**src/rtl/branch_control_unit.sv**
```systemverilog
// Branch control unit: owns the PC, decodes the control status code into
// sequential, conditional, register-indirect and memory-indirect flow changes,
// keeps the Z/N condition flags and drives the $31 link write.
module branch_control_unit #(
  parameter logic [31:0] RESET_PC = 32'h0000_0000
) (
  input  logic        clk,
  input  logic        reset_n,
  input  logic [2:0]  status,
  input  logic        instr_valid,
  input  logic [15:0] imm16,
  input  logic [25:0] jaddr,
  input  logic        alu_zero,
  input  logic [31:0] alu_result,
  input  logic        flag_we,
  input  logic [31:0] rs_data,
  output logic        mem_req,
  output logic [31:0] mem_addr,
  input  logic        mem_ack,
  input  logic [31:0] mem_rdata,
  output logic [31:0] pc,
  output logic        stall,
  output logic        link_we,
  output logic [31:0] link_data,
  output logic        illegal
);

  // Handshake: mem_req rises the cycle after a memory-indirect op is accepted
  // and stays high up to and including the cycle mem_ack=1 is seen; the ack
  // cycle completes the access. Ack outside that window is ignored.

  localparam logic [2:0] ST_SEQ  = 3'b000;
  localparam logic [2:0] ST_BMN  = 3'b001;
  localparam logic [2:0] ST_BRZ  = 3'b010;
  localparam logic [2:0] ST_BZ   = 3'b011;
  localparam logic [2:0] ST_JMOR = 3'b100;
  localparam logic [2:0] ST_JALM = 3'b101;
  localparam logic [2:0] ST_RSVD = 3'b110;
  localparam logic [2:0] ST_BEQ  = 3'b111;

  typedef enum logic {S_EXEC, S_WAIT} state_t;

  // Observable state for checkers
  state_t      state;
  logic        z_flag;
  logic        n_flag;
  logic        pend_jalm;
  logic [31:0] pc4_saved;

  logic [31:0] pc4;
  logic [31:0] br_off;
  logic [31:0] target;
  logic [31:0] next_pc;
  logic        exec_valid;
  logic        go_wait;

  assign pc4        = pc + 32'd4;
  assign br_off     = {{14{imm16[15]}}, imm16, 2'b00};
  assign exec_valid = (state == S_EXEC) && instr_valid;
  assign go_wait    = exec_valid && (((status == ST_BMN) && n_flag) || (status == ST_JALM));
  assign stall      = (state == S_WAIT) || go_wait;
  assign illegal    = exec_valid && (status == ST_RSVD);
  assign next_pc    = target & 32'hFFFF_FFFC;

  // Select the EXEC-state target for the current status code (flags pre-update)
  always_comb begin
    target = pc4;
    case (status)
      ST_BEQ:  target = alu_zero ? (pc4 + br_off) : pc4;
      ST_BRZ:  target = z_flag ? rs_data : pc4;
      ST_BZ:   target = z_flag ? {pc4[31:28], jaddr, 2'b00} : pc4;
      ST_JMOR: target = rs_data;
      default: target = pc4;
    endcase
  end

  // Link write: jmor in its own cycle, jalm in the ack cycle of its access
  always_comb begin
    link_we   = 1'b0;
    link_data = pc4;
    if (reset_n) begin
      if (exec_valid && (status == ST_JMOR)) begin
        link_we   = 1'b1;
        link_data = pc4;
      end else if ((state == S_WAIT) && mem_ack && pend_jalm) begin
        link_we   = 1'b1;
        link_data = pc4_saved;
      end
    end
  end

  // Control FSM, PC, flags and memory-indirect request registers
  always_ff @(posedge clk) begin
    if (!reset_n) begin
      state     <= S_EXEC;
      pc        <= RESET_PC;
      z_flag    <= 1'b0;
      n_flag    <= 1'b0;
      mem_req   <= 1'b0;
      mem_addr  <= 32'h0;
      pend_jalm <= 1'b0;
      pc4_saved <= 32'h0;
    end else begin
      case (state)
        S_EXEC: begin
          if (flag_we) begin
            z_flag <= (alu_result == 32'h0);
            n_flag <= alu_result[31];
          end
          if (go_wait) begin
            state     <= S_WAIT;
            mem_req   <= 1'b1;
            mem_addr  <= rs_data;
            pc4_saved <= pc4;
            pend_jalm <= (status == ST_JALM);
          end else if (instr_valid) begin
            pc <= next_pc;
          end
        end
        S_WAIT: begin
          if (mem_ack) begin
            state   <= S_EXEC;
            mem_req <= 1'b0;
            pc      <= mem_rdata & 32'hFFFF_FFFC;
          end
        end
        default: state <= S_EXEC;
      endcase
    end
  end

endmodule

```
**config.mk**
```make
export PLATFORM = sky130hd
export DESIGN_NAME = branch_control_unit
export DESIGN_NICKNAME = d
export VERILOG_FILES = /design/src/rtl/branch_control_unit.sv
export SDC_FILE = /design/constraint.sdc
export NUM_CORES = 1
export LEC_CHECK = 0
export BUFFER_PORTS_ARGS = -buffer_cell sky130_fd_sc_hd__buf_2
export CAP_MARGIN = 10
export CORE_MARGIN = 2
export CORE_UTILIZATION = 45
export DETAILED_ROUTE_END_ITERATION = 8
export GPL_ROUTABILITY_DRIVEN = 0
export PLACE_DENSITY = 0.75
export SETUP_SLACK_MARGIN = 0.02
export SLEW_MARGIN = 0
export SYNTH_ARGS = -nofsm -noshare
export SYNTH_HDL_FRONTEND = slang
export SYNTH_SLANG_ARGS = --single-unit
```
**constraint.sdc**
```tcl
create_clock -name clk -period 4.2 [get_ports clk]
set_input_delay 0.42 -clock clk [delete_from_list [all_inputs] [get_ports clk]]
set_output_delay 0.42 -clock clk [all_outputs]
set_load 0.01 [all_outputs]
```
After elaboration in Yosys (flattened, before gate mapping)

Cells that the tools add are included.

Register bits after elaboration: 101
Output and inout bits: 100

Bitwise gates (word level): 1
Multiplexer cells: 20
Reductions and logical operators: 14
$add $sub $neg: 2
Equality and inequality tests: 11

Operator list:

| cell                                          | count |
|---|---|
| two-way mux 32 bit                            | 8 |
| case mux 32 bit (4 select lines)              | 1 |
| case mux 32 bit (2 select lines)              | 1 |
| adder 32 x 3 -> 32 bit, second input constant | 1 |
| adder 32 bit                                  | 1 |
| zero test 32 bit                              | 1 |
| two-way mux 28 bit                            | 1 |
| == test 3 bit, second input constant          | 4 |
| != test 2 bit, second input constant          | 4 |
| logical AND 1 bit                             | 7 |
| two-way mux 1 bit                             | 7 |
| == test 3 x 2 -> 1 bit, second input constant | 2 |
| AND reduction 2 bit                           | 3 |
| case mux 1 bit (2 select lines)               | 2 |
| == test 3 x 1 -> 1 bit, second input constant | 1 |
| AND reduction 3 bit                           | 1 |
| logical OR 1 bit                              | 2 |
| NOT 1 bit                                     | 1 |

Longest topological paths before layout

Depth after elaboration: 7
Gate-level depth with buffers: 18
Depth with buffers taken out: 17

Worst setup path after synthesis

No wires, ideal clock.

Kind: register to register
From: reg pc[2]
To: reg pc[29]
Period minus slack after synthesis: 4148 ps
Required time: 4082 ps
Arrival time: 4031 ps
Cell stages (with the launch flop): 18
Slack: 52 ps
Path buffers: 3
Cells stage by stage: dfxtp_1 > nand4_2 > or4_4 > buf_6 > or3_4 > xor2_1 > inv_1 > ha_1 > clkbuf_1 > and3_1 > clkbuf_1 > a221oi_1 > o211a_1 > a41oi_1 > o31ai_1 > xor2_1 > o221ai_1 > o2111a_1

Longest elaborated chain between the ends: 7
Elaborated cells on any way between the ends: 8
Classes of those cells: add/sub (2); mux (6)

RTL lines:

| item                             | RTL line | RTL |
|---|---|---|
| start: declaration               | 21       | `output logic [31:0] pc,` |
| start signal: assignment         | 117      | `pc <= next_pc;` |
| start signal: assignment         | 124      | `pc <= mem_rdata & 32'hFFFF_FFFC;` |
| adder 32 x 3 -> 32 bit           | 57       | `assign pc4 = pc + 32'd4;` |
| net pc4[23]                      | 50       | `logic [31:0] pc4;` |
| adder 32 bit                     | 69       | `ST_BEQ: target = alu_zero ? (pc4 + br_off) : pc4;` |
| two-way mux 32 bit               | 69       |  |
| case mux 32 bit (4 select lines) | 68       | `case (status)` |
| two-way mux 32 bit               | 116      | `end else if (instr_valid) begin` |
| two-way mux 32 bit               | 110      | `if (go_wait) begin` |
| case mux 32 bit (2 select lines) | 104      | `case (state)` |

The timed path passes the listed nets, and every way through them passes these cells. The select of a mux whose other input is x is not followed.
A chain may end at the register's enable or synchronous reset.

Final worst setup path

From: reg pc[7]
To: reg pc[29]

Same word-level chain as after synthesis.

==> flow_summary_export.csv <==
group,metric,value,unit
run_status,status,"finished clean",
logic_synthesis,yosys_most_used_dff,"dfxtp_1",
pwr,p_int,1.75,mW
logic_synthesis,ys_ff_latch,97,
sta,tightest_slew,0.986,ns
sta,max_freq,251,MHz
pwr,p_sw_share,33.5,%
worst_setup_path,startpoint_type,"register",
pwr,p_sw,0.882,mW
worst_setup_path,end_kind,"register",
sta,fin_crit,3.99,ns
floorplan,io-pin-count,247,
clocking,cts_tree,"built",
logic_synthesis,synth_edf_count,0,
logic_synthesis,syn_area_per_cell,7.57,um2
pwr,p_leak,4.59,nW
finish,n_antenna_cell,0,
worst_setup_path,required,4.47,ns
logic_synthesis,yosys_warnings,0,
worst_setup_path,cp_max_fo,6,
route,drc,0,
pwr,pwr-share-comb,28.0,%
logic_synthesis,synthTopCellsByCount,"155 x nand2_1, 97 x dfxtp_1, 69 x nor2_1",
global_routing,grt_pass1_wl,40.6,mm
logic_synthesis,synth_top_area_share,26.4,%
worst_setup_path,crit_type,"register to register",
route,routed_wl,25.8,mm
logic_synthesis,synth-seq-area-share,26.4,%
pwr,ir_worst_vdd,0.214,mV
clocking,cts_buffers,9,
floorplan,die_area,17400,um2
worst_setup_path,cp_data_arrival_time,4.26,ns
clocking,clock_sinks,97,
sta,hold_viol,0,
run,maxCapViolCount,0,
sta,setup_tns,0,ns
route,drt_pass1_iterations,5,
sta,period_share,95.0,%
pwr,power-per-cell-area,288,nW/um2
route,viasPerCell,5.79,
floorplan,die_y,132,um
floorplan,fp.coreArea,15900,um2
sta,finalClockSkew,0.0116,ns
placement,placed_area,8790,um2
finish,fin_area,9130,um2
min_path,min_path_type,"input port to register",
logic_synthesis,ys_async_sr_fraction,0,%
clocking,clk_pin_slew,0.08,ns
logic_synthesis,synthCells,971,
logic_synthesis,yosysUniqueCellTypes,67,
floorplan,die_x,132,um
floorplan,initial_core_util,46.1,%
route,drt_iter0_markers,502,
logic_synthesis,ys_top_cells_by_area,"dfxtp_1 26%, nand2_1 7.9%, ha_1 5.8%",
clocking,cts.htree.levels,3,
logic_synthesis,synth_top_area_cell,"dfxtp_1",
sta,relSlewSlack,34.1,%
route,vias,8209,
global_routing,grt.total_usage,29.3,%
sta,rsz0062_at_grt,"no",
clocking,insertion_delay,0.37,ns
logic_synthesis,yosysMostFrequentCell,"nand2_1",
finish,drive_above_1_share,26.8,%
global_routing,grt_max_degree,94,
global_routing,grt_overflow,0,
finish,layout.nets,1380,
logic_synthesis,syn_area,7350,um2
floorplan,rows,46,
clocking,post-cts-setup-buffers,0,
placement,hpwl,19.7,mm
route,wl_per_cell,18.2,um
global_routing,antenna_found_initial,0,
clocking,cts_buffer_depth,2,
clocking,cts_root_buffer,"clkbuf_16",
global_routing,grt_pass1_vias,7733,
sta,report.final.slew_viol_count,0,
sta,setup_viol,0,
finish,n_fill_cell,1517,
finish,area.growth.synth_to_final,24.3,%
route,ant_nets,0,
pwr,clockPowerShare,33.8,%
placement,io_buffers,240,
pwr,sequentialPowerShare,38.2,%
kinds of logic (layout without fill, tap and decap cells):
logic type               count (synthesis)  after routing  synth area share (%)
XOR/XNOR                                45             45                  5.36
other                                    1              4                0.0510
AND/OR/NAND/NOR                        357            357                  23.0
AO/OA/AOI/OAI                          323            323                  31.4
flip-flops                              97             97                  26.4
buffers and inverters                  107            336                  6.93
multiplexers                             6              6                 0.834
adder cells (fa/ha/maj)                 35             35                  6.06
timing repair:
| item | 4_1_cts | 5_1_grt |
|---|---|---|
| endpoints found under the setup margin | 0 | 3 |
| resized for setup | 0 | 8 |
| hold buffers | 0 | 0 |
| endpoints found under the hold margin | 0 | 0 |
per-layer routing:
metal,vias to the layer above,part of all wire [%],global-route usage [%]
met2,390,45,46.4
met3,66,7.4,4.65
met4,0,4.7,15.3
li1,3989,-,-
met1,3764,43,38.5
met5,-,0,0
registers in the layout (all words and copies together), names as in the netlist:
signal and count:
state 1, pc4_saved 30, mem_addr 32, n_flag 1, pc 30, mem_req 1
z_flag 1, pend_jalm 1
final timing paths:
| kind | start | endpoint | slack (ns) | cells past startpoint |
|---|---|---|---|---|
| worst min-delay path | rs_data[1] | mem_addr[1] | 0.30 | 3 |
| worst max register to register | pc[7] | pc[29] | 0.21 | 14 |
| worst min register to register | mem_addr[6] | mem_addr[6] | 0.46 | 2 |
| worst max-delay path | pc[7] | pc[29] | 0.21 | 14 |
placed cells by master, fill, tap and decap left out, drive strengths merged, types with 3 or more instances in the layout:
cell type and count:
nand3 23, and4 8, o21bai 5, nand2b 6, o21a 9, a21boi 48
dfxtp 97, a221oi 24, ha 34, conb 4, a21oi 67, nor4 11
or3 18, xnor2 27, o31ai 7, clkbuf 9, a21o 14, nor2 69
buf 282, xor2 18, inv 43, o211a 31, o2111a 7, a211oi 8
a31oi 5, mux2i 5, nor3 18, nand4 16, o221ai 17, and3 7
nor2b 12, nand2 155, o21ai 49, or2 3, o211ai 18, a221o 3
final cells by class:
cell class              instances  area [um2]  area share (%)
multi-input cells             770        4950            54.2
clock buffers                   9         225            2.47
flip-flops and latches         97        1950            21.3
well taps                     216         270            2.96
clock inverters                 7        83.8           0.918
repair buffers                282        1520            16.6
inverters                      38         143            1.56
worst max-delay path, cell delays in order, from the launching register on:
cell,delay [ns]
dfxtp_1,0.44
nand4_2,0.16
or4_4,0.57
or3_4,0.41
xor2_1,0.18
inv_1,0.06
ha_1,0.28
and3_1,0.26
a221oi_2,0.34
o211a_1,0.21
a41oi_2,0.16
o31ai_1,0.28
xor2_1,0.23
o221ai_1,0.15
o2111a_1,0.15
per-stage QoR:
step | utilization, % | instances | hold slack [ns] | power (mW) | setup WS [ns]
after global routing | 57.3 | 1419 | 0.312 | 2.76 | 0.00274
after floorplan | - | 974 | 0.441 | 1.46 | 0.0517
final | 57.3 | 1419 | 0.299 | 2.63 | 0.210
after detailed placement | 55.1 | 1403 | 0.455 | 1.75 | 0.132
after global placement | 55.1 | 1403 | 0.449 | 1.74 | 0.189
after CTS | 57.1 | 1419 | 0.286 | 2.64 | 0.123
power groups by stage:
stage          combinational (mW)  clock [mW]  sequential [mW]
2_1_floorplan               0.431           0             1.03
3_3_place_gp                0.714           0             1.02
3_5_place_dp                0.722           0             1.02
4_1_cts                     0.725       0.910             1.00
5_1_grt                     0.806       0.943             1.01
6_report                    0.737       0.891             1.00
No activity file was read; power rests on OpenSTA's default activity.
